File: config.mk
export PLATFORM = sky130hd
export DESIGN_NAME = des_perm_pipe
export DESIGN_NICKNAME = d
export VERILOG_FILES = /design/src/rtl/des_perm_pipe.sv
export SDC_FILE = /design/constraint.sdc
export NUM_CORES = 1
export LEC_CHECK = 0
export ABC_AREA = 1
export BUFFER_PORTS_ARGS = -buffer_cell sky130_fd_sc_hd__buf_2
export CAP_MARGIN = 10
export CORE_ASPECT_RATIO = 0.75
export CORE_MARGIN = 2
export CORE_UTILIZATION = 29
export DETAILED_ROUTE_END_ITERATION = 16
export GPL_TIMING_DRIVEN = 0
export SYNTH_ARGS = -nofsm -noshare
export SYNTH_HDL_FRONTEND = slang
export SYNTH_SLANG_ARGS = --single-unit
File: constraint.sdc
create_clock -name clk -period 4.24 [get_ports clk]
set_input_delay 0.848 -clock clk [delete_from_list [all_inputs] [get_ports clk]]
set_output_delay 0.848 -clock clk [all_outputs]
set_load 0.02 [all_outputs]
File: src/rtl/des_perm_pipe.sv
// Elastic valid/ready pipeline applying the DES initial permutation (mode 0) or its inverse
// (mode 1) per word. Define DES_PERM_SELFCHECK_EN to carry the original word and flag round-trip errors.
module des_perm_pipe #(
    parameter int unsigned DEPTH = 2,
    parameter int unsigned TAG_W = 4
) (
    input  logic             clk,
    input  logic             rst,
    input  logic             in_valid,
    output logic             in_ready,
    input  logic [0:63]      in_data,
    input  logic             in_mode,
    input  logic [TAG_W-1:0] in_tag,
    output logic             out_valid,
    input  logic             out_ready,
    output logic [0:63]      out_data,
    output logic [TAG_W-1:0] out_tag,
    output logic             busy,
    output logic             err
);

    // Source bit of IP output bit k; FP scatters through the same index.
    function automatic logic [5:0] ip_src(input int unsigned k);
        int unsigned base;
        base = (k < 32) ? 57 : 56;
        return 6'(base + 2 * ((k % 32) / 8) - 8 * (k % 8));
    endfunction

    function automatic logic [0:63] ip_perm(input logic [0:63] d);
        logic [0:63] r;
        r = '0;
        for (int unsigned k = 0; k < 64; k++) begin
            r[6'(k)] = d[ip_src(k)];
        end
        return r;
    endfunction

    function automatic logic [0:63] fp_perm(input logic [0:63] d);
        logic [0:63] r;
        r = '0;
        for (int unsigned k = 0; k < 64; k++) begin
            r[ip_src(k)] = d[6'(k)];
        end
        return r;
    endfunction

    logic [DEPTH-1:0] valid_q;
    logic [0:63]      data_q [DEPTH];
    logic [TAG_W-1:0] tag_q  [DEPTH];
    logic [DEPTH-1:0] rdy;
    logic [0:63]      perm_d;

    assign perm_d = in_mode ? fp_perm(in_data) : ip_perm(in_data);

    // A stage may load if it or any stage downstream of it has a hole, or the sink accepts.
    always_comb begin : ready_chain
        logic acc;
        acc = out_ready;
        rdy = '0;
        for (int s = DEPTH - 1; s >= 0; s--) begin
            acc    = acc | ~valid_q[s];
            rdy[s] = acc;
        end
    end

    always_ff @(posedge clk) begin
        if (rst) begin
            valid_q <= '0;
            for (int s = 0; s < DEPTH; s++) begin
                data_q[s] <= '0;
                tag_q[s]  <= '0;
            end
        end else begin
            if (rdy[0]) begin
                valid_q[0] <= in_valid;
                if (in_valid) begin
                    data_q[0] <= perm_d;
                    tag_q[0]  <= in_tag;
                end
            end
            for (int s = 1; s < DEPTH; s++) begin
                if (rdy[s]) begin
                    valid_q[s] <= valid_q[s-1];
                    if (valid_q[s-1]) begin
                        data_q[s] <= data_q[s-1];
                        tag_q[s]  <= tag_q[s-1];
                    end
                end
            end
        end
    end

    assign in_ready  = rdy[0];
    assign out_valid = valid_q[DEPTH-1];
    assign out_data  = data_q[DEPTH-1];
    assign out_tag   = tag_q[DEPTH-1];
    assign busy      = |valid_q;

`ifdef DES_PERM_SELFCHECK_EN
    logic [DEPTH-1:0] mode_q;
    logic [0:63]      orig_q [DEPTH];
    logic [0:63]      back_d;
    logic             err_q;

    assign back_d = mode_q[DEPTH-1] ? ip_perm(data_q[DEPTH-1]) : fp_perm(data_q[DEPTH-1]);

    always_ff @(posedge clk) begin
        if (rst) begin
            mode_q <= '0;
            err_q  <= 1'b0;
        end else begin
            if (rdy[0] && in_valid) begin
                mode_q[0] <= in_mode;
                orig_q[0] <= in_data;
            end
            for (int s = 1; s < DEPTH; s++) begin
                if (rdy[s] && valid_q[s-1]) begin
                    mode_q[s] <= mode_q[s-1];
                    orig_q[s] <= orig_q[s-1];
                end
            end
            err_q <= err_q | (valid_q[DEPTH-1] & (back_d != orig_q[DEPTH-1]));
        end
    end

    assign err = err_q;
`else
    assign err = 1'b0;
`endif

endmodule

## Word level (Yosys, flattened, before mapping)

Memories as Yosys holds them, arrays and structs flattened.
Index checks and enable logic that the tools add are counted.

| storage, ports and cells | value |
|---|---|
| input bits | 73 |
| bits in registers | 2 |
| word-level logic and storage cells | 28 |
| memories | 2 |
| output and inout port bits | 72 |
| memory bits (writable) | 136 |

Memory list:

| name | words | width | read ports | clocked after memory_dff | write ports | RTL line | text |
|---|---|---|---|---|---|---|---|
| data_q | 2 | 64 | 2 | 0 | 2 | 48 | `logic [0:63] data_q [DEPTH];` |
| tag_q | 2 | 4 | 2 | 0 | 2 | 49 | `logic [TAG_W-1:0] tag_q [DEPTH];` |

| operators by class | value |
|---|---|
| bitwise logic cells | 8 |
| mux-type cells | 15 |
| reductions and logical operators | 1 |

Operators with widths:

| operator | count |
|---|---|
| 64-bit two-way mux | 3 |
| 1-bit two-way mux | 10 |
| 4-bit two-way mux | 2 |
| 1-bit OR | 6 |
| 1-bit NOT | 2 |
| 2-bit OR reduction | 1 |

## Logic depth before layout (Yosys ltp)

| depth | value |
|---|---|
| word-level depth | 7 |
| depth in mapped cells | 7 |
| depth with buffers taken out | 4 |

## Worst setup path after synthesis

OpenSTA, ideal clock, no wires.

| timing | value |
|---|---|
| path kind | input port to flip-flop |
| start point | in out_ready |
| end point | mem data_q[0][100] (netlist bit), enable pin |
| data arrival time | 2.571 ns |
| stages on the path | 6 |
| slack | 0.953 ns |
| required time | 3.524 ns |
| setup time | 0.716 ns |
| buffers on the path | 2 |
| path through | inv_1 nand2_1 nand3_1 buf_2 buf_4 nand2_1 |

RTL lines:

| element | RTL line | text |
|---|---|---|
| from (decl) | 15 | `input logic out_ready,` |
| to (decl) | 48 |  |

==> flow_summary.yaml <==
status:
  status: "finished, final reports clean"
yosys:
  ys_warn_count: 0
  syn_area_mm2: 0.00677
  avgSynthCellArea_um2: 11.3
  synth_cell_types: 17
  synth_cells: 597
  ys_ff_latch: 138
  syn-num-nets: 670
  synth_seq_area_share_pct: 60.9
placed_design:
  place_area_mm2: 0.00790
  io_buffers: 142
  hpwl_um: 13000
  place_congestion: 0.819
finish:
  fin_nets: 832
  fin_area_mm2: 0.00846
  drive_above_1_share_pct: 43.0
  fill_cells: 2333
  seqCellArea_mm2: 0.00412
  multi_input_area_mm2: 0.00158
  syn_to_final_growth_pct: 25.1
floorplan:
  num_io_pins: 145
  die-area_mm2: 0.0246
  coreArea_mm2: 0.0229
  dieWidth_um: 180
  die_h_um: 136
  initial_utilization_pct: 29.5
  rows: 48
clocking:
  clockRootBuffer: "clkbuf_16"
  cts.sinks: 138
  post_cts_buffers: 0
  path_clk_slew_ns: 0.06
  cts.path.max_buffers: 2
  htree_levels: 4
  clkLatencyLatePin_ns: 0.42
  cts_tree: "yes"
  ctsResizeCount: 0
  hold_buffers: 0
  numCtsBuffers: 17
hold_path:
  hold_path_class: "reg -> reg"
global_route:
  grt_pass1_wl_um: 27000
  antenna_found_initial: 3
  grt_overflow: 0
  grt_max_degree: 69
  grt_usage_pct: 15.0
  grt_pass1_vias: 4507
worst_setup_path:
  cp_data_arrival_time_ns: 2.49
  crit_buf_inv: 4
  path_max_fanout: 68
  slowest_stage: "nand2_4"
  crit_family: "simple AND/OR/NAND/NOR gates"
  cp-start-kind: "input port"
  crit_chain: "buf_2, inv_2, nand3_1, buf_2, buf_4, nand2_4"
  critPathKind: "in -> reg"
  cpMostUsedCell: "buf_2"
  cp-end-kind: "flip-flop"
  required_ns: 4.28
  max_stage_delay_ns: 0.68
pwr:
  p_leak_nw: 3.64
  pwr-share-seq_pct: 46.5
  comb_power_share_pct: 13.5
  swShare_pct: 26.3
  p_clk_share_pct: 40.1
  power_mw: 3.57
  ir_drop_mv: 0.241
  power_per_cell_area_mw_per_mm2: 421
  p_int_mw: 2.63
  p_sw_uw: 938
timing:
  fin_crit_ns: 2.44
  report.final.slew_viol_count: 0
  rsz0062_at_grt: "no"
  worst_slew_pin_slew_ns: 0.934
  slew_headroom_pct: 37.7
  min_period_over_period_pct: 57.6
  max_freq_ghz: 0.409
  skew_ns: 0.00882
  finalSetupTns_ns: 0
  hold_violations: 0
  setup_viol: 0
detailed_routing:
  vias_per_cell: 4.38
  wl_per_cell_um: 16.8
  drt-pass1-iter-count: 5
  ant_nets: 0
  num_vias: 4698
  drt-initial-drc-count: 418
  drc_errors: 0
  drt-total-wl_um: 18000
flow_run:
  cap_viol_max_count: 0
==> cell families after synthesis <==
logic type | after synthesis | synth area share, %
compound gates | 198 | 19.1
buf+inv | 192 | 15.9
simple gates | 68 | 4.01
other cells | 1 | 0.0554
flops | 138 | 60.9
==> registers in the layout, summed over array words and instances (netlist names) <==
name	flops
data_q	128
tag_q	8
valid_q	2
==> power groups by stage <==
stage / Combinational (mW) / Clock [mW] / Sequential [mW]
floorplan: 0.316 / 0 / 1.68
global placement: 0.471 / 0 / 1.69
detailed placement: 0.482 / 0 / 1.69
CTS: 0.484 / 1.45 / 1.66
global route: 0.526 / 1.52 / 1.67
finish: 0.480 / 1.43 / 1.66
==> cells in the mapped netlist <==
master | n | area, um^2
buf_4 | 70 | 526
or2_2 | 1 | 6.26
dfxtp_1 | 2 | 40.0
inv_2 | 1 | 3.75
inv_1 | 79 | 297
a21oi_2 | 40 | 350
nand3_2 | 2 | 20.0
buf_8 | 1 | 15.0
nand3_1 | 1 | 5.00
edfxtp_1 | 136 | 4080
a21boi_0 | 60 | 450
a21oi_1 | 98 | 490
nand2_1 | 64 | 240
clkbuf_2 | 1 | 5.00
conb_1 | 1 | 3.75
buf_6 | 5 | 56.3
buf_2 | 35 | 175
==> layer usage <==
layer  GRT usage [%]  up-vias  share of wire, %
met4            4.12        4               1.2
met3            4.77       21               7.4
met1            21.4     2189                48
li1                -     2295                 -
met2            21.9      189                43
met5               0        -              0.15
==> metrics by stage <==
| stage | hold slack [ns] | cells | util [%] | setup slack, ns |
|---|---|---|---|---|
| final | 0.510 | 1073 | 36.9 | 1.80 |
| after global routing | 0.555 | 1072 | 36.9 | 1.63 |
| after CTS | 0.507 | 1072 | 36.9 | 1.80 |
| after detailed placement | 0.489 | 1040 | 34.4 | 1.36 |
| after global placement | 0.481 | 1039 | 34.2 | -0.200 |
| after floorplan | 0.457 | 597 | - | 0.953 |
==> layout make-up <==
type	count	area share (%)
multi-input cells	267	18.7
flip-flops and latches	138	48.7
diodes	1	0.0296
well taps	300	4.44
repair buffers	143	8.72
clock inverters	15	1.64
inverters	80	3.55
clock buffers	17	5.03
plain buffers	112	9.18
==> worst paths after layout <==
kind / start / endpoint / slack (ns) / depth (start not counted)
worst max register to register: valid_q[1] / data_q[0][94] / 2.00 / 5
worst min-delay path: valid_q[0] / valid_q[1] / 0.51 / 2
worst max-delay path: rst / data_q[0][94] / 1.80 / 6
worst min register to register: valid_q[0] / valid_q[1] / 0.51 / 2
==> tightest hold or removal path, stage by stage, from the launching register on <==
cell     delay, ns
dfxtp_1       0.34
inv_1         0.06
a21oi_1       0.06
==> cells in the final DEF (no fill, tap or decap), drive strengths merged <==
cell,count
a21boi,60
a21oi,138
buf,254
bufinv,1
clkbuf,18
clkinv,2
clkinvlp,7
conb,1
dfxtp,2
diode,1
edfxtp,136
inv,85
nand2,64
nand3,3
or2,1
Power figures use the tool's default switching activity.
